File: src/rtl/mem_arbiter.sv
// rtl/mem_arbiter.sv - single-port RAM arbiter between one icache and one dcache
//
// Grants the RAM port to the icache fill request or the dcache read/write request,
// one at a time. Arbitration is registered (IDLE -> grant takes one cycle) and
// alternates on contention. A watchdog raises a sticky err when a grant waits too long.
//
// Ports:
//   CLK, RST             clock, synchronous active-high reset
//   iREN, iaddr          icache fill request and word address
//   dREN, dWEN, daddr,   dcache read/write request, word address, write data
//   dstore
//   iwait, iload         icache handshake: iwait low for one cycle on completion
//   dwait, dload         dcache handshake: dwait low for one cycle on completion
//   ramREN, ramWEN,      RAM strobes, address and write data
//   ramaddr, ramstore
//   ramload, ramstate    RAM read data and status (00 FREE, 01 BUSY, 10 ACCESS, 11 ERROR)
//   err                  sticky watchdog flag
module mem_arbiter #(
  parameter int TIMEOUT = 1023
) (
  input  logic        CLK,
  input  logic        RST,
  input  logic        iREN,
  input  logic [31:0] iaddr,
  input  logic        dREN,
  input  logic        dWEN,
  input  logic [31:0] daddr,
  input  logic [31:0] dstore,
  output logic        iwait,
  output logic [31:0] iload,
  output logic        dwait,
  output logic [31:0] dload,
  output logic        ramREN,
  output logic        ramWEN,
  output logic [31:0] ramaddr,
  output logic [31:0] ramstore,
  input  logic [31:0] ramload,
  input  logic [1:0]  ramstate,
  output logic        err
);

  localparam int              CW          = $clog2(TIMEOUT + 1);
  localparam logic [CW-1:0]   TIMEOUT_CNT = CW'(TIMEOUT);
  localparam logic [1:0]      RAM_ACCESS  = 2'b10;

  typedef enum logic [1:0] {
    IDLE = 2'd0,
    IGNT = 2'd1,
    DGNT = 2'd2
  } state_t;

  state_t        state_q, state_d;
  logic          last_d_q, last_d_d;
  logic [CW-1:0] wd_cnt_q, wd_cnt_d;
  logic          err_q, err_d;

  logic          d_req;
  logic          ram_access;
  logic [CW-1:0] wd_inc;

  assign d_req      = dREN | dWEN;
  assign ram_access = (ramstate == RAM_ACCESS);
  assign err        = err_q;

  always_comb begin
    state_d  = state_q;
    last_d_d = last_d_q;
    wd_cnt_d = wd_cnt_q;
    err_d    = err_q;

    // Saturating increment so a stuck RAM cannot wrap the counter back below TIMEOUT.
    wd_inc = (wd_cnt_q == TIMEOUT_CNT) ? wd_cnt_q : wd_cnt_q + 1'b1;

    iwait    = 1'b1;
    iload    = '0;
    dwait    = 1'b1;
    dload    = '0;
    ramREN   = 1'b0;
    ramWEN   = 1'b0;
    ramaddr  = '0;
    ramstore = '0;

    case (state_q)
      IDLE: begin
        // dcache wins unless the icache is also asking and the dcache had the last turn.
        if (d_req && (!iREN || !last_d_q)) begin
          state_d  = DGNT;
          wd_cnt_d = '0;
        end else if (iREN) begin
          state_d  = IGNT;
          wd_cnt_d = '0;
        end
      end

      IGNT: begin
        ramREN  = iREN;
        ramaddr = iaddr;
        if (!iREN) begin
          // Withdrawn request: abandon without touching last_d; a coincident ACCESS is ignored.
          state_d = IDLE;
        end else if (ram_access) begin
          iwait    = 1'b0;
          iload    = ramload;
          last_d_d = 1'b0;
          state_d  = IDLE;
        end else begin
          wd_cnt_d = wd_inc;
          if (wd_inc == TIMEOUT_CNT) err_d = 1'b1;
        end
      end

      DGNT: begin
        ramWEN   = dWEN;
        ramREN   = dREN & ~dWEN;
        ramaddr  = daddr;
        ramstore = dstore;
        if (!d_req) begin
          state_d = IDLE;
        end else if (ram_access) begin
          dwait    = 1'b0;
          dload    = dWEN ? 32'd0 : ramload;
          last_d_d = 1'b1;
          state_d  = IDLE;
        end else begin
          wd_cnt_d = wd_inc;
          if (wd_inc == TIMEOUT_CNT) err_d = 1'b1;
        end
      end

      default: state_d = IDLE;
    endcase
  end

  always_ff @(posedge CLK) begin
    if (RST) begin
      state_q  <= IDLE;
      last_d_q <= 1'b0;
      wd_cnt_q <= '0;
      err_q    <= 1'b0;
    end else begin
      state_q  <= state_d;
      last_d_q <= last_d_d;
      wd_cnt_q <= wd_cnt_d;
      err_q    <= err_d;
    end
  end

endmodule

File: config.mk
export PLATFORM = sky130hd
export DESIGN_NAME = mem_arbiter
export DESIGN_NICKNAME = d
export VERILOG_FILES = /design/src/rtl/mem_arbiter.sv
export SDC_FILE = /design/constraint.sdc
export NUM_CORES = 1
export LEC_CHECK = 0
export ABC_AREA = 1
export CELL_PAD_IN_SITES_DETAIL_PLACEMENT = 1
export CELL_PAD_IN_SITES_GLOBAL_PLACEMENT = 1
export CORE_MARGIN = 1
export CORE_UTILIZATION = 14
export CTS_BUF_LIST = sky130_fd_sc_hd__clkbuf_4
export DETAILED_ROUTE_END_ITERATION = 8
export PLACE_DENSITY = 0.85
export SLEW_MARGIN = 25
export SYNTH_ARGS = -nofsm -noshare
export SYNTH_HDL_FRONTEND = slang
export SYNTH_SLANG_ARGS = --single-unit
export TNS_END_PERCENT = 100
File: constraint.sdc
create_clock -name CLK -period 2 [get_ports CLK]
set_input_delay 0.4 -clock CLK [delete_from_list [all_inputs] [get_ports CLK]]
set_output_delay 0.4 -clock CLK [all_outputs]
set_load 0.01 [all_outputs]
Word level (Yosys, flattened, before mapping)
Cells that the tools add are included.
Operators by class
  div/mod/pow operators: 0
  $lt $le $gt $ge: 0
  muxes and demuxes: 39
  equal/unequal tests: 10
  reductions and logical operators: 10
  multiply operators: 0
  bitwise logic cells: 3
  $add $sub $neg: 1
  shifts and indexed selects: 0
Operators with widths (number)
  two-way mux 32 bit: 8
  one-hot mux 32 bit (2 select lines): 1
  two-way mux 10 bit: 6
  one-hot mux 10 bit (3 select lines): 1
  == test 10 bit (second input constant): 2
  two-way mux 1 bit: 14
  adder 10 x 1 -> 10 bit (second input constant): 1
  two-way mux 2 bit: 5
  inequality test 2 bit (second input constant): 4
  one-hot mux 1 bit (2 select lines): 3
  one-hot mux 2 bit (3 select lines): 1
  AND reduction 5 bit: 1
  == test 2 bit (second input constant): 2
  AND reduction 4 bit: 1
  inequality test 3 bit (second input constant): 1
  AND reduction 3 bit: 1
  nonzero test 3 bit: 1
  == test 2 x 1 -> 1 bit (second input constant): 1
  zero test 1 bit: 2
  zero test 2 bit: 1
  nonzero test 2 bit: 1
  AND 1 bit: 1
  logical AND 1 bit: 1
  logical OR 1 bit: 1
  2 further kinds: 2
Word-level totals
  latch bits: 0
  output and inout bits: 133
  ROM bits: 0
  RAM bits: 0
  logic and storage cells: 67
  bits of input ports: 135
  memories: 0
  register bits after elaboration: 14

Logic depth before layout (Yosys ltp)
  depth after elaboration: 7
  gate-level depth with buffers: 11
  depth with buffers taken out: 11

Worst setup path before layout
OpenSTA, ideal clock, no wires.
  path kind: reg-to-output
  from: register state_q[1]
  to: output port iload[22]
  required time: 1600 ps
  stages on the path, launching flop included: 9
  path slack: 190 ps
  path buffers: 2
  data arrival time: 1410 ps
  cells stage by stage: dfxtp_1 -> inv_1 -> ha_1 -> buf_4 -> nand2_1 -> inv_1 -> nand2_1 -> clkbuf_1 -> nor2_1
Between the ends
  cells in the longest elaborated chain, start to end: 2
Ends and longest elaborated chain
  start, declared: line 52  | state_t state_q, state_d;
  start signal, assigned: line 141  | state_q <= state_d;
  == test 2 x 1 -> 1 bit: line 83  | case (state_q)
  two-way mux 32 bit: line 83
  end, declared: line 30  | output logic [31:0] iload,
Every way passes these cells.

Worst setup path after layout
  from: register state_q[0]
  to: output port iload[15]
The elaborated chain is that of the path after synthesis.

==> reports/results.tsv <==
stage	metric	value	unit
status	outcome	complete, but fails checks	
status	violations	DRC, setup timing	
critical_path	crit_type	reg2out	
timing	worst_pin_slew	0.300	ns
critical_path	cp_cell_sequence	buf_4 > ha_4 > nand2_4 > inv_4 > nand2_8 > clkbuf_16 > nor2_1 > buf_2	
clocking	clock_path_buffers	2	
global_routing	grt_max_degree	34	
yosys	yosysWarnings	0	
timing	fin_worst_skew	0.000550	ns
clocking	cts_num_sinks	14	
global_routing	grt_pass1_wl	19.7	mm
hold_path	hold_class	reg2reg	
yosys	synth_top_cell_by_area	nand2_1	
placed_design	dp_hpwl	10.1	mm
final_layout	final-seq-area	288	um^2
power	totalPowerFinal	1500	uW
yosys	yosysTopAreaCellShare	25.0	%
floorplan	placeableCoreArea	14700	um^2
final_layout	finalNonFillerCells	921	
timing	maxSlewHeadroom	80.0	%
clocking	cts_tree	yes	
power	switchingPower	592	uW
final_layout	final_common_cell	clkdlybuf4s50_1	
timing	final.min_clock_period	2.05	ns
floorplan	fp.dieH	125	um
floorplan	io_pins	268	
yosys	ys_ff_latch	14	
power	p_int	912	uW
final_layout	insertedDiodeCount	0	
floorplan	fp.dieW	125	um
critical_path	crit_fanout	8	
final_layout	fill_cells	1840	
floorplan	start_util	14.5	%
placed_design	dp.cells	899	
yosys	syn_inst	441	
critical_path	cp.required	1.60	ns
critical_path	cp_slowest_stage_delay	0.38	ns
critical_path	cp_num_buf_inv	4	
power	p_comb_share	69.6	%
clocking	htreeDepth	1	
job	drv_cap	0	
route	vias	3867	
route	detail_route.first_pass.iterations	7	
critical_path	cp-start-kind	flip-flop	
placed_design	placed_area	5250	um^2
route	routed_wl	14.2	mm
critical_path	slowest_stage	dfxtp_4	
power	powerDensity	259	nW/um^2
clocking	ctsHoldBuffers	0	
placed_design	port-buffer-count	267	
global_routing	track_usage	15.6	%
global_routing	grt.overflow.total	0	
power	clkPwrFrac	10.8	%
route	drcViolationCount	23	
clocking	cts_root_buf	clkbuf_4	
route	ant_nets	0	
power	max-vdd-ir-drop	133	uV
final_layout	final_nets	879	
power	power_frac_seq	19.6	%
critical_path	path_delay_family	buffers and inverters	
critical_path	crit_path_end_kind	output pin	
yosys	syn_nets	581	
route	vias_per_cell	4.20	
timing	final_max_slew_viol_count	0	
timing	max_freq	487	MHz
power	power_leakage	0.00286	uW
power	swShare	39.3	%
route	drtIter0Drc	144	
final_layout	fin_util	39.5	%
placed_design	pre_cts_slack	-0.545	ns
yosys	synthDistinctLibCells	30	
timing	setup_slack	-0.0513	ns
timing	period_share	103	%
clocking	cts_buffers	3	
timing	rsz0062_at_grt	true	
clocking	cts.clk_slew.worst_paths	0.08	ns
global_routing	grt_pass1_vias	3864	
yosys	synth-seq-area-share	13.1	%
final_layout	syn2layout_area_growth	172	%
final_layout	multi_input_area	1920	um^2
timing	setup_viol	12	
final_layout	postLayoutCellArea	5800	um^2
route	route.detailed.wl_per_inst	15.5	um
yosys	synth.avg_cell_area	4.83	um^2
final_layout	drive_gt1_share	37.6	%
yosys	synthTopCellsByArea	nand2_1, inv_1, nor2_1	
global_routing	antenna_found_initial	0	
timing	finalHoldViolations	0	
placed_design	gp_congestion	0.767	
clocking	clk_latency	0.28	ns
floorplan	dieArea	15700	um^2
final_layout	final_cell_mix	clkdlybuf4s50_1, nand2_1, inv_1, buf_2, buf_6	
yosys	synthesis.area	2130	um^2
critical_path	critPathArrivalTime	1.65	ns
floorplan	rows	44	
==> sequential cells by signal, summed over array words and instances (netlist names) <==
name and flops:
last_d_q 1, wd_cnt_q 10, err 1, state_q 2
==> synth_stat cells (all sizes together) <==
master / instances
nand3: 10
o31ai: 1
o21ai: 6
and2: 1
o211ai: 1
nor3: 2
xor2: 1
xnor2: 1
a21oi: 42
o21bai: 1
buf: 9
a22oi: 5
inv: 89
clkbuf: 14
nand2: 146
dfxtp: 14
ha: 5
clkinv: 2
nand4: 3
nor2: 88
==> worst paths after layout <==
| check | from | to | slack, ns | cells after the start |
|---|---|---|---|---|
| hold / removal | err | err | 0.47 | 2 |
| setup / recovery | state_q[0] | iload[15] | -0.05 | 8 |
| setup reg to reg | state_q[0] | wd_cnt_q[0] | 0.14 | 11 |
| hold reg to reg | err | err | 0.47 | 2 |
==> cell type report <==
| cell class | instances | area share [%] |
|---|---|---|
| Tap cell | 184 | 3.97 |
| Multi-Input combinational cell | 314 | 33.0 |
| Clock buffer | 3 | 0.388 |
| Inverter | 91 | 6.06 |
| Sequential cell | 14 | 4.96 |
| Timing Repair Buffer | 315 | 51.6 |
==> layer usage <==
layer | GRT usage (%) | vias to the layer above | wire length (um)
li1 | - | 1899 | -
met1 | 16.8 | 1779 | 5250
met2 | 31.3 | 174 | 7780
met3 | 2.82 | 15 | 991
met4 | 3.08 | 0 | 202
met5 | 0 | - | 0
==> cells by family after synthesis <==
logic type / count (synthesis) / share of synthesized area, %
simple gates: 250 / 48.1
flops: 14 / 13.1
buf+inv: 114 / 20.5
fa+ha+maj: 5 / 2.93
compound gates: 56 / 14.4
xor+xnor: 2 / 0.822
==> through the flow <==
stage | hold WS [ns] | setup TNS [ns]
after floorplan | 0.445 | 0
after detailed placement | 0.465 | -33.41
final | 0.474 | -0.209
after global routing | 0.506 | -4.65
after CTS | 0.482 | -11.99
after global placement | 0.454 | -30.45
==> power by group through the flow <==
stage | clock [uW] | combinational, uW | sequential, uW
global placement | 0 | 907 | 299
CTS | 173 | 930 | 294
finish | 163 | 1050 | 295
floorplan | 0 | 299 | 298
global route | 184 | 1130 | 296
detailed placement | 0 | 924 | 299
==> worst register-to-register path: cells and delay by family (launching register included) <==
family,cells,cell delay (ns)
buffers and inverters,5,0.64
DFF,1,0.37
AOI/OAI and AO/OA,2,0.28
and+or+nand+nor,3,0.27
adders and majority gates,1,0.19
==> timing repair <==
action / CTS / global route
pin swaps: 1 / 25
gates resized for setup: 266 / 399
buffers inserted: 5 / 5
gates cloned: 3 / 8
endpoints found under the hold margin: 0 / 0
endpoints found under the setup margin: 132 / 125
Power figures use the tool's default switching activity.
